$ cat src/rtl/i2s_pkg.sv
// ---------------------------------------------------------------------------
// i2s_pkg
// Shared constants and types for the stereo I2S transmitter.
//   DATA_W          default sample width per channel
//   SLOTS_PER_CH    SCLK periods per channel (one word-select half)
//   SLOTS_PER_FRAME SCLK periods per full left+right frame
//   stereo_t        one {left,right} sample pair at the default width
// Optional feature macro used by this block: I2S_TX_UNDERRUN_CNT_EN
// ---------------------------------------------------------------------------
package i2s_pkg;

   localparam int DATA_W          = 24;
   localparam int SLOTS_PER_CH    = 32;
   localparam int SLOTS_PER_FRAME = 2 * SLOTS_PER_CH;

   typedef struct packed {
      logic [DATA_W-1:0] left;
      logic [DATA_W-1:0] right;
   } stereo_t;

endpackage

$ cat src/rtl/i2s_if.sv
// ---------------------------------------------------------------------------
// i2s_if
// Valid/ready sample-pair stream feeding the I2S transmitter.
//   valid_i       producer has a pair on the data lines
//   ready_o       transmitter holding register is empty
//   data_left_i   left sample, two's complement
//   data_right_i  right sample, two's complement
// The master modport is the producer (filter pipeline), the slave modport is
// the transmitter. Signal names keep the transmitter's point of view.
// ---------------------------------------------------------------------------
interface i2s_if #(
   parameter int DATA_W = i2s_pkg::DATA_W
);

   logic              valid_i;
   logic              ready_o;
   logic [DATA_W-1:0] data_left_i;
   logic [DATA_W-1:0] data_right_i;

   modport master (
      output valid_i,
      output data_left_i,
      output data_right_i,
      input  ready_o
   );

   modport slave (
      input  valid_i,
      input  data_left_i,
      input  data_right_i,
      output ready_o
   );

endinterface

$ cat src/rtl/i2s_clk_gen.sv
// ---------------------------------------------------------------------------
// i2s_clk_gen
// Free-running frame counter and the I2S timing signals derived from it.
// Ports:
//   clk_i        system clock
//   reset_n_i    asynchronous active-low reset
//   sclk_o       serial bit clock, period 2**SCLK_LOG2 clk_i cycles
//   lrck_o       word select, 0 = left half, 1 = right half
//   bit_adv_o    high on the last clk_i cycle of every SCLK period
//                (the cycle before SCLK falls)
//   frame_end_o  high on the last clk_i cycle of the frame (counter all ones)
// ---------------------------------------------------------------------------
module i2s_clk_gen #(
   parameter int SCLK_LOG2 = 3
) (
   input  logic clk_i,
   input  logic reset_n_i,
   output logic sclk_o,
   output logic lrck_o,
   output logic bit_adv_o,
   output logic frame_end_o
);

   import i2s_pkg::*;

   localparam int CNT_W = SCLK_LOG2 + $clog2(SLOTS_PER_FRAME);

   logic [CNT_W-1:0] cnt_q;
   logic [CNT_W-1:0] cnt_d;

   // The counter simply wraps at all ones; one full wrap is one I2S frame.
   always_comb begin
      cnt_d = cnt_q + CNT_W'(1);
   end

   always_ff @(posedge clk_i or negedge reset_n_i) begin
      if (!reset_n_i) begin
         cnt_q <= '0;
      end else begin
         cnt_q <= cnt_d;
      end
   end

   // SCLK and LRCK are straight counter bits, so they are glitch-free flop
   // outputs. The strobes mark the cycle just before the next SCLK falling
   // edge, which is where the serial data register has to be updated.
   assign sclk_o      = cnt_q[SCLK_LOG2-1];
   assign lrck_o      = cnt_q[CNT_W-1];
   assign bit_adv_o   = &cnt_q[SCLK_LOG2-1:0];
   assign frame_end_o = &cnt_q;

endmodule

$ cat src/rtl/i2s_stereo_tx.sv
// ---------------------------------------------------------------------------
// i2s_stereo_tx
// Stereo I2S (Philips format) transmitter. Takes one {left,right} pair per
// valid/ready handshake into a one-entry holding register and sends it as a
// 64-SCLK frame: per channel, slot 0 is the one-bit I2S delay, slots
// 1..DATA_W carry the sample MSB first, remaining slots are zero.
// Ports:
//   clk_i             system clock
//   reset_n_i         asynchronous active-low reset
//   in_if             i2s_if slave: valid_i, ready_o, data_left_i, data_right_i
//   sclk_o            serial bit clock
//   lrck_o            word select, 0 = left, 1 = right
//   sdata_o           serial data, changes with the SCLK falling edge
//   underrun_o        one-cycle pulse on a frame load that found no pair
//   underrun_count_o  (only with I2S_TX_UNDERRUN_CNT_EN) saturating count of
//                     underrun_o pulses, cleared only by reset
// Optional feature macro: I2S_TX_UNDERRUN_CNT_EN
// ---------------------------------------------------------------------------
module i2s_stereo_tx #(
   parameter int DATA_W    = 24,
   parameter int SCLK_LOG2 = 3
) (
   input  logic        clk_i,
   input  logic        reset_n_i,
   i2s_if.slave        in_if,
   output logic        sclk_o,
   output logic        lrck_o,
   output logic        sdata_o,
   output logic        underrun_o
`ifdef I2S_TX_UNDERRUN_CNT_EN
   ,
   output logic [15:0] underrun_count_o
`endif
);

   import i2s_pkg::*;

   localparam int FRAME_W = 2 * SLOTS_PER_CH;

   typedef struct packed {
      logic [DATA_W-1:0] left;
      logic [DATA_W-1:0] right;
   } pair_t;

   logic                    bit_adv;
   logic                    frame_end;
   logic                    accept;
   pair_t                   hold_q;
   pair_t                   hold_d;
   logic                    hold_v_q;
   logic                    hold_v_d;
   logic [FRAME_W-1:0]      frame_q;
   logic [FRAME_W-1:0]      frame_d;
   logic                    sdata_q;
   logic                    sdata_d;
   logic [SLOTS_PER_CH-1:0] left_word;
   logic [SLOTS_PER_CH-1:0] right_word;

   i2s_clk_gen #(
      .SCLK_LOG2   (SCLK_LOG2)
   ) u_clk_gen (
      .clk_i       (clk_i),
      .reset_n_i   (reset_n_i),
      .sclk_o      (sclk_o),
      .lrck_o      (lrck_o),
      .bit_adv_o   (bit_adv),
      .frame_end_o (frame_end)
   );

   assign in_if.ready_o = ~hold_v_q;
   assign accept        = in_if.valid_i & ~hold_v_q;

   // A channel word is the sample left-justified one slot below the top:
   // bit 31 (slot 0) stays zero for the I2S delay, the low slots pad with zero.
   assign left_word  = SLOTS_PER_CH'(hold_q.left)  << (SLOTS_PER_CH - 1 - DATA_W);
   assign right_word = SLOTS_PER_CH'(hold_q.right) << (SLOTS_PER_CH - 1 - DATA_W);

   // Holding register, frame shift register and serial data.
   // Accept and frame load never collide on hold_v: accept needs it clear and
   // the load only consumes it when set. A pair accepted on the load cycle is
   // therefore not bypassed; that frame goes out as zeros and the pair waits
   // one frame. The shift register is left-shifted once per SCLK period and
   // sdata takes the new MSB, so slot 0 of a freshly loaded frame is output
   // right after the load.
   always_comb begin
      hold_d   = hold_q;
      hold_v_d = hold_v_q;
      frame_d  = frame_q;
      sdata_d  = sdata_q;

      if (accept) begin
         hold_d   = '{left: in_if.data_left_i, right: in_if.data_right_i};
         hold_v_d = 1'b1;
      end

      if (frame_end) begin
         if (hold_v_q) begin
            frame_d  = {left_word, right_word};
            hold_v_d = 1'b0;
         end else begin
            frame_d = '0;
         end
      end else if (bit_adv) begin
         frame_d = frame_q << 1;
      end

      if (bit_adv) begin
         sdata_d = frame_d[FRAME_W-1];
      end
   end

   always_ff @(posedge clk_i or negedge reset_n_i) begin
      if (!reset_n_i) begin
         hold_q   <= '0;
         hold_v_q <= 1'b0;
         frame_q  <= '0;
         sdata_q  <= 1'b0;
      end else begin
         hold_q   <= hold_d;
         hold_v_q <= hold_v_d;
         frame_q  <= frame_d;
         sdata_q  <= sdata_d;
      end
   end

   assign sdata_o    = sdata_q;
   assign underrun_o = frame_end & ~hold_v_q;

`ifdef I2S_TX_UNDERRUN_CNT_EN
   logic [15:0] urun_cnt_q;
   logic [15:0] urun_cnt_d;

   // Saturating underrun counter; it stops at all ones rather than wrapping
   // so a long starvation period is never reported as a small number.
   always_comb begin
      urun_cnt_d = urun_cnt_q;
      if (underrun_o && (urun_cnt_q != 16'hFFFF)) begin
         urun_cnt_d = urun_cnt_q + 16'd1;
      end
   end

   always_ff @(posedge clk_i or negedge reset_n_i) begin
      if (!reset_n_i) begin
         urun_cnt_q <= '0;
      end else begin
         urun_cnt_q <= urun_cnt_d;
      end
   end

   assign underrun_count_o = urun_cnt_q;
`endif

endmodule
$ cat src/flat_wrapper.sv
// flat-port wrapper written by rule: the top's interface ports become plain ports
module i2s_stereo_tx_flat import i2s_pkg::*;
#(
   parameter int DATA_W    = 24,
   parameter int SCLK_LOG2 = 3
)
  (clk_i, reset_n_i, sclk_o, lrck_o, sdata_o, underrun_o, in_if_valid_i, in_if_data_left_i, in_if_data_right_i, in_if_ready_o);
  i2s_if #(.DATA_W(DATA_W)) in_if_i ();
  input  logic clk_i;
  input  logic reset_n_i;
  output logic sclk_o;
  output logic lrck_o;
  output logic sdata_o;
  output logic underrun_o;
  input wire logic [$bits(in_if_i.valid_i)-1:0] in_if_valid_i;
  input wire logic [$bits(in_if_i.data_left_i)-1:0] in_if_data_left_i;
  input wire logic [$bits(in_if_i.data_right_i)-1:0] in_if_data_right_i;
  output wire logic [$bits(in_if_i.ready_o)-1:0] in_if_ready_o;
  assign in_if_i.valid_i = in_if_valid_i;
  assign in_if_i.data_left_i = in_if_data_left_i;
  assign in_if_i.data_right_i = in_if_data_right_i;
  assign in_if_ready_o = in_if_i.ready_o;
  i2s_stereo_tx #(.DATA_W(DATA_W), .SCLK_LOG2(SCLK_LOG2)) u_core (.clk_i(clk_i), .reset_n_i(reset_n_i), .in_if(in_if_i), .sclk_o(sclk_o), .lrck_o(lrck_o), .sdata_o(sdata_o), .underrun_o(underrun_o));
endmodule
$ cat config.mk
export PLATFORM = sky130hd
export DESIGN_NAME = i2s_stereo_tx_flat
export DESIGN_NICKNAME = d
export VERILOG_FILES = /design/src/rtl/i2s_pkg.sv /design/src/rtl/i2s_if.sv /design/src/rtl/i2s_clk_gen.sv /design/src/rtl/i2s_stereo_tx.sv /design/src/flat_wrapper.sv
export SDC_FILE = /design/constraint.sdc
export NUM_CORES = 1
export LEC_CHECK = 0
export ABC_CLOCK_PERIOD_IN_PS = 2000
export BUFFER_PORTS_ARGS = -buffer_cell sky130_fd_sc_hd__clkbuf_2
export CORE_UTILIZATION = 52
export CTS_BUF_LIST = sky130_fd_sc_hd__clkbuf_16
export DETAILED_ROUTE_END_ITERATION = 6
export PLACE_DENSITY_LB_ADDON = 0.1
export SYNTH_ARGS = -nofsm -noshare
export SYNTH_HDL_FRONTEND = slang
export SYNTH_SLANG_ARGS = --single-unit
$ cat constraint.sdc
create_clock -name clk_i -period 2 [get_ports clk_i]
set_input_delay 0.4 -clock clk_i [delete_from_list [all_inputs] [get_ports clk_i]]
set_output_delay 0.4 -clock clk_i [all_outputs]
set_load 0.02 [all_outputs]
==> results.cfg, run 1 <==
[run_status]
outcome = finished with violations
violations = setup timing

[grt]
grt_pass1_vias = 3205
use_met1_pct = 23.8
antenna_found_initial = 0
grt_use_met2_pct = 29.6
grt_overflow = 0
grt_pass1_wl_um = 14700
gr-usage-met3_pct = 5.96
grt-busiest-layer = met2
grt_usage_pct = 18.6
grt_start_max_net_pins = 68

[critical_path]
crit_path_start = u_core.u_clk_gen.cnt_q[0]
worstPathArrival_ns = 1.67
r2r_setup_slack_ns = 0.12
crit_fanout = 3
worstSetupPathType = reg2out
cp-start-kind = flip-flop
cp.required_ns = 1.60
endpoint_kind = primary output
rr_startpoint = u_core.u_clk_gen.cnt_q[0]

[finish]
final_design_area_no_fill_sq_um = 6220
multi_input_area_sq_um = 1910
num_antenna_cells = 0
final_core_util_pct = 66.3
drive_gt1_share_pct = 32.9
areaGrowthSynthToFinish_pct = 21.8
fin_nets = 532
n_fill_cell = 748
seqCellArea_sq_um = 3050

[synth]
synth_area_sq_um = 5100
synthCells = 409
synthFlopType = dfrtp_1
synthTopCellsByArea = dfrtp_1, mux2i_1, mux2_2, o21ai_0, nand2_1
yosys_warnings = 0
synth_top_area_share_pct = 59.8
ys_seq_elements = 122
yosysMostFrequentCell = dfrtp_1
synth-edff-count = 0
avgSynthCellArea_sq_um = 12.5
syn-num-nets = 464
synth-async-reset-ratio_pct = 100
synthTopCellsByCount = dfrtp_1, mux2i_1, nand2_1, o21ai_0, mux2_2
synth_area_leader_cell = dfrtp_1
yosysSeqAreaShare_pct = 59.8
ys_types = 25

[routing]
drc = 0
detail_route.wl_per_cell_um = 13.8
vias = 3139
dr.pass1.iters = 4
via_per_inst = 5.07
ant_nets = 0
drtIter0Drc = 109
wl_um = 8530

[timing]
setup_viol = 1
drv_slew = 0
tightest_slew_ns = 0.485
grt_setup_unrepaired = yes
slew_headroom_pct = 67.7
tns_ns = -0.0670
period_share_pct = 103
period_needed_ns = 2.07
skew_ns = 0.00756
hold_slack_ns = 0.222
final-hold-violation-count = 0
fin_ws_ns = -0.0670
clock.fmax_ghz = 0.484

[power_and_ir_drop]
power_leakage_nw = 2.88
ir_drop_v = 0.000591
p_per_area_nw_per_um2 = 897

[die]
dieWidth_um = 101
design.core.area_sq_um = 9370
die_area_sq_um = 10200
fp.dieH_um = 101
rows = 35
initial_core_util_pct = 54.5
ioPinCount = 56

[cts]
clock-sinks = 122
cts-root-buf = clkbuf_16
path_clk_slew_ns = 0.06
h-tree-depth = 4
tritoncts = yes
cts_buffer_depth = 2
numCtsBuffers = 17
clock_latency_ns = 0.40

[placed_design]
portBuffers = 55
dpl_cell_area_sq_um = 5560
dp_slack_ns = 0.0810
place_hpwl_um = 5240
gp_congestion = 0.805

[min_path]
worstHoldStart = in_if_data_right_i[5]
min_path_type = in2reg

[job]
cap_violations = 0
==> critical path, cell delays in order (launching register included) <==
cell and delay (ns):
dfrtp_1 0.36, ha_2 0.20, nand3_2 0.08, nor3_2 0.12, ha_2 0.22, nor2b_1 0.14
buf_4 0.15
==> power by group <==
group | internal, mW | switching (mW)
registers | 2.52 | 0.0274
logic | 0.0856 | 0.0693
clock network | 1.73 | 1.15
total | 4.33 | 1.24
==> metal layers <==
layer,part of all wire [%],up-vias
met5,0,-
met4,1.4,0
met3,3.9,12
met2,48,55
met1,47,1541
li1,-,1531
==> flip-flops by register name (all words and copies together) (netlist names) <==
name and count:
u_core.frame_q 63, u_core.hold_v_q 1, u_core.u_clk_gen.cnt_q 9, u_core.sdata_o 1, u_core.hold_q 48
==> cells by family (layout without fill, tap and decap cells) <==
group,after synthesis,count (layout),synth area share [%]
compound gates,62,62,6.13
xor+xnor,5,5,0.858
fa+ha+maj,4,4,0.981
buf+inv,29,110,3.46
flops,122,122,59.8
mux,98,98,21.1
simple gates,89,89,7.67
==> cells in the final DEF, fill, tap and decap left out, types with 2 or more instances in the layout <==
| master | netlist | routed |
|---|---|---|
| a21oi_1 | 13 | 13 |
| buf_12 | 0 | 7 |
| buf_4 | 5 | 13 |
| clkbuf_16 | 0 | 17 |
| clkbuf_2 | 0 | 53 |
| clkinv_2 | 0 | 3 |
| clkinv_4 | 0 | 5 |
| dfrtp_1 | 122 | 122 |
| ha_2 | 0 | 2 |
| inv_1 | 4 | 4 |
| inv_6 | 0 | 5 |
| mux2_2 | 40 | 40 |
| mux2_4 | 9 | 9 |
| mux2i_1 | 49 | 49 |
| nand2_1 | 48 | 48 |
| nand3_1 | 4 | 3 |
| nor2_1 | 17 | 17 |
| nor2b_1 | 14 | 14 |
| o21ai_0 | 47 | 47 |
| xnor2_1 | 3 | 3 |
| xor2_1 | 2 | 2 |
==> cell type report <==
cell class,instances,area share [%]
clock inverters,15,2.25
clock buffers,17,6.84
inverters,4,0.242
well taps,129,2.60
multi-input cells,258,30.7
flip-flops and latches,122,49.1
repair buffers,74,8.25
==> stage by stage <==
step                power (mW)  cells
floorplan                 2.63    409
finish                    5.57    619
global placement          2.74    577
detailed placement        2.75    577
CTS                       5.64    615
global route              5.78    619
==> path summary, 6_finish.rpt <==
kind / depth (start not counted) / endpoint
setup reg to reg: 8 / u_core.frame_q[4]
hold / removal: 2 / u_core.hold_q[5]
max in group asynchronous: 3 / u_core.hold_q[1]
setup / recovery: 6 / underrun_o
min in group asynchronous: 2 / u_core.hold_q[30]
hold reg to reg: 1 / u_core.u_clk_gen.cnt_q[6]
==> timing repair <==
| action | 4_1_cts | 5_1_grt |
|---|---|---|
| setup buffers | 5 | 4 |
| hold buffers | 1 | 0 |
| setup endpoints to repair | 1 | 1 |
| pin swaps | 3 | 2 |
| hold endpoints to repair | 24 | 0 |
| resized for setup | 4 | 1 |
(Power assumes the default switching activity.)
==> inputs of run 2 (changes only) <==
--- a/config.mk
+++ b/config.mk
@@ -8,8 +8,10 @@
 export ABC_CLOCK_PERIOD_IN_PS = 2000
 export BUFFER_PORTS_ARGS = -buffer_cell sky130_fd_sc_hd__clkbuf_2
+export CAP_MARGIN = 5
 export CORE_UTILIZATION = 52
 export CTS_BUF_LIST = sky130_fd_sc_hd__clkbuf_16
 export DETAILED_ROUTE_END_ITERATION = 6
 export PLACE_DENSITY_LB_ADDON = 0.1
+export SKIP_LAST_GASP = 1
 export SYNTH_ARGS = -nofsm -noshare
 export SYNTH_HDL_FRONTEND = slang
==> constraint.sdc (replaced) <==
create_clock -name clk_i -period 2 [get_ports clk_i]
set_input_delay 0.4 -clock clk_i [delete_from_list [all_inputs] [get_ports clk_i]]
set_output_delay 0.4 -clock clk_i [all_outputs]
set_load 0.005 [all_outputs]
==> run 2 against run 1 <==
Effect of this change: the run still ends with setup timing left; design area is 0.54% higher; critical path type unchanged; combinational power hardly changed; worst setup slack better by 0.053 ns; utilization is 0.36 points higher; first-iteration DRC count is 30% higher; clock-buffer cell count stayed put; sequential share of layout area is 0.27 points lower; largest power group unchanged; critical path depth stayed put; register-to-register slack hardly changed; die area stayed put.
==> results.cfg, run 2 (synthesis results as in run 1) <==
[placed_design]
gp_congestion = 0.789
portBuffers = 55
dpl_cell_area_sq_um = 5580
post-place-cells = 581
place_hpwl_um = 5420

[timing]
skew_ns = 0.00988
final-hold-violation-count = 0
slew_headroom_pct = 69.9
drv_slew = 0
clock.fmax_ghz = 0.496
period_share_pct = 101
grt_setup_unrepaired = yes
fin_ws_ns = -0.0142
setup_viol = 1
period_needed_ns = 2.01
tns_ns = -0.0142
tightest_slew_ns = 0.452

[cts]
clock_latency_ns = 0.40
tritoncts = yes
cts_buffer_depth = 2
numCtsBuffers = 17
clock-sinks = 122
h-tree-depth = 4
path_clk_slew_ns = 0.06
cts-root-buf = clkbuf_16

[grt]
grt_start_max_net_pins = 50
grt_pass1_vias = 3246
grt_usage_pct = 19.4
antenna_found_initial = 0
grt_pass1_wl_um = 15200
grt_overflow = 0

[finish]
regMostFlops = u_core.frame_q
most-common-layout-cells = dfrtp_1, clkbuf_2, mux2i_1, nand2_1, o21ai_0
n_fill_cell = 758
instances_no_fill = 621
areaGrowthSynthToFinish_pct = 22.5
multi_input_area_sq_um = 1910
reg_top3 = u_core.frame_q (63), u_core.hold_q (48), u_core.u_clk_gen.cnt_q (9)
final_common_cell = dfrtp_1
final_core_util_pct = 66.7
seqCellArea_sq_um = 3050
largest_reg_flops = 63
fin_nets = 534
num_antenna_cells = 0
final_design_area_no_fill_sq_um = 6250
drive_gt1_share_pct = 32.7

[critical_path]
crit_slowest_cell = dfrtp_1
endpoint_kind = primary output
worstPathArrival_ns = 1.61
crit_fanout = 2
path_delay_family = adder cells
crit_chain = ha_2, nand3_2, nor3_2, ha_2, nor2b_1, buf_2
worstPathBufferInverterCount = 1
cp.required_ns = 1.60
max_stage_delay_ns = 0.35
cp_common_cell = ha_2
worstSetupPathType = reg2out
cp-start-kind = flip-flop

[run_status]
violations = setup timing
outcome = finished with violations

[routing]
via_per_inst = 5.16
dr.pass1.iters = 4
wl_um = 8720
vias = 3202
drtIter0Drc = 142
detail_route.wl_per_cell_um = 14.0
drc = 0
ant_nets = 0

[power_and_ir_drop]
p_total_mw = 5.77
ir_drop_v = 0.000679
p_seq_share_pct = 44.1
p_per_area_nw_per_um2 = 924
pwr-share-clk_pct = 53.1
power_leakage_nw = 2.89
comb_power_share_pct = 2.7
switchingPower_mw = 1.21
internal_power_mw = 4.56
netSwitchingFraction_pct = 20.9

[job]
cap_violations = 0

[die]
design.core.area_sq_um = 9370
dieWidth_um = 101
rows = 35
die_area_sq_um = 10200
ioPinCount = 56
initial_core_util_pct = 54.5
fp.dieH_um = 101

[min_path]
min_path_type = in2reg
## run 2: changes by cell type in the layout (fill, tap and decap cells not counted)
| cell | change |
|---|---|
| inv_6 | -3 |
| clkinv_1 | +2 |
| clkinv_4 | -2 |
| clkinvlp_4 | +2 |
| buf_12 | -1 |
| buf_4 | +2 |
| bufinv_16 | +2 |
| buf_2 | +1 |
| clkinv_2 | -1 |
## run 2: path summary, 6_finish.rpt
kind,endpoint,slack (ns),from,depth (start not counted)
max,underrun_o,-0.01,u_core.u_clk_gen.cnt_q[0],6
min reg2reg,u_core.frame_q[44],0.48,u_core.hold_q[29],2
max in group asynchronous,u_core.hold_v_q,0.97,reset_n_i,3
min in group asynchronous,u_core.hold_q[28],0.48,reset_n_i,2
min,u_core.hold_q[30],0.22,in_if_data_left_i[6],2
max reg2reg,u_core.frame_q[36],0.12,u_core.u_clk_gen.cnt_q[0],8
## run 2: layout make-up
cell class                      instances  share of cell area, %
Sequential cell                       122                   48.8
Multi-Input combinational cell        258                   30.5
Timing Repair Buffer                   76                   8.21
Clock inverter                         15                   2.78
Clock buffer                           17                   6.81
Tap cell                              129                   2.58
Inverter                                4                  0.240
## run 2: worst register-to-register path: stages, from the launching register on
cell and delay (ns):
dfrtp_1 0.38, ha_2 0.20, buf_4 0.13, buf_4 0.12, buf_4 0.13, ha_1 0.21
and2_1 0.32, a21oi_1 0.23, nor2_1 0.05
## run 2: stage by stage
| stage | worst slack, ns | hold WS (ns) |
|---|---|---|
| final | -0.0142 | 0.224 |
| after global routing | -0.112 | 0.210 |
| after CTS | -0.0942 | 0.206 |
| after detailed placement | 0.106 | 0.367 |
| after global placement | 0.207 | 0.366 |
| after floorplan | 0.171 | 0.104 |
## run 2: timing repair
action,CTS,global route
endpoints found under the setup margin,1,1
hold buffers,1,0
buffers inserted,5,2
hold endpoints to repair,27,0
gates resized for setup,3,1
pin swaps,4,3
## run 2: routing by layer
metal	vias to the layer above	global-route usage, %	share of wire, %
met5	-	0	0
met4	0	8.92	0.88
met3	6	5.06	2.7
met1	1607	25.9	48
li1	1542	-	-
met2	47	29.9	48
## run 2: power by group through the flow
stage / logic, mW / clock network (mW) / registers (mW)
after CTS: 0.164 / 3.15 / 2.55
final: 0.158 / 3.07 / 2.55
after detailed placement: 0.162 / 0 / 2.59
after global placement: 0.158 / 0 / 2.59
after floorplan: 0.0495 / 0 / 2.58
after global routing: 0.181 / 3.23 / 2.55
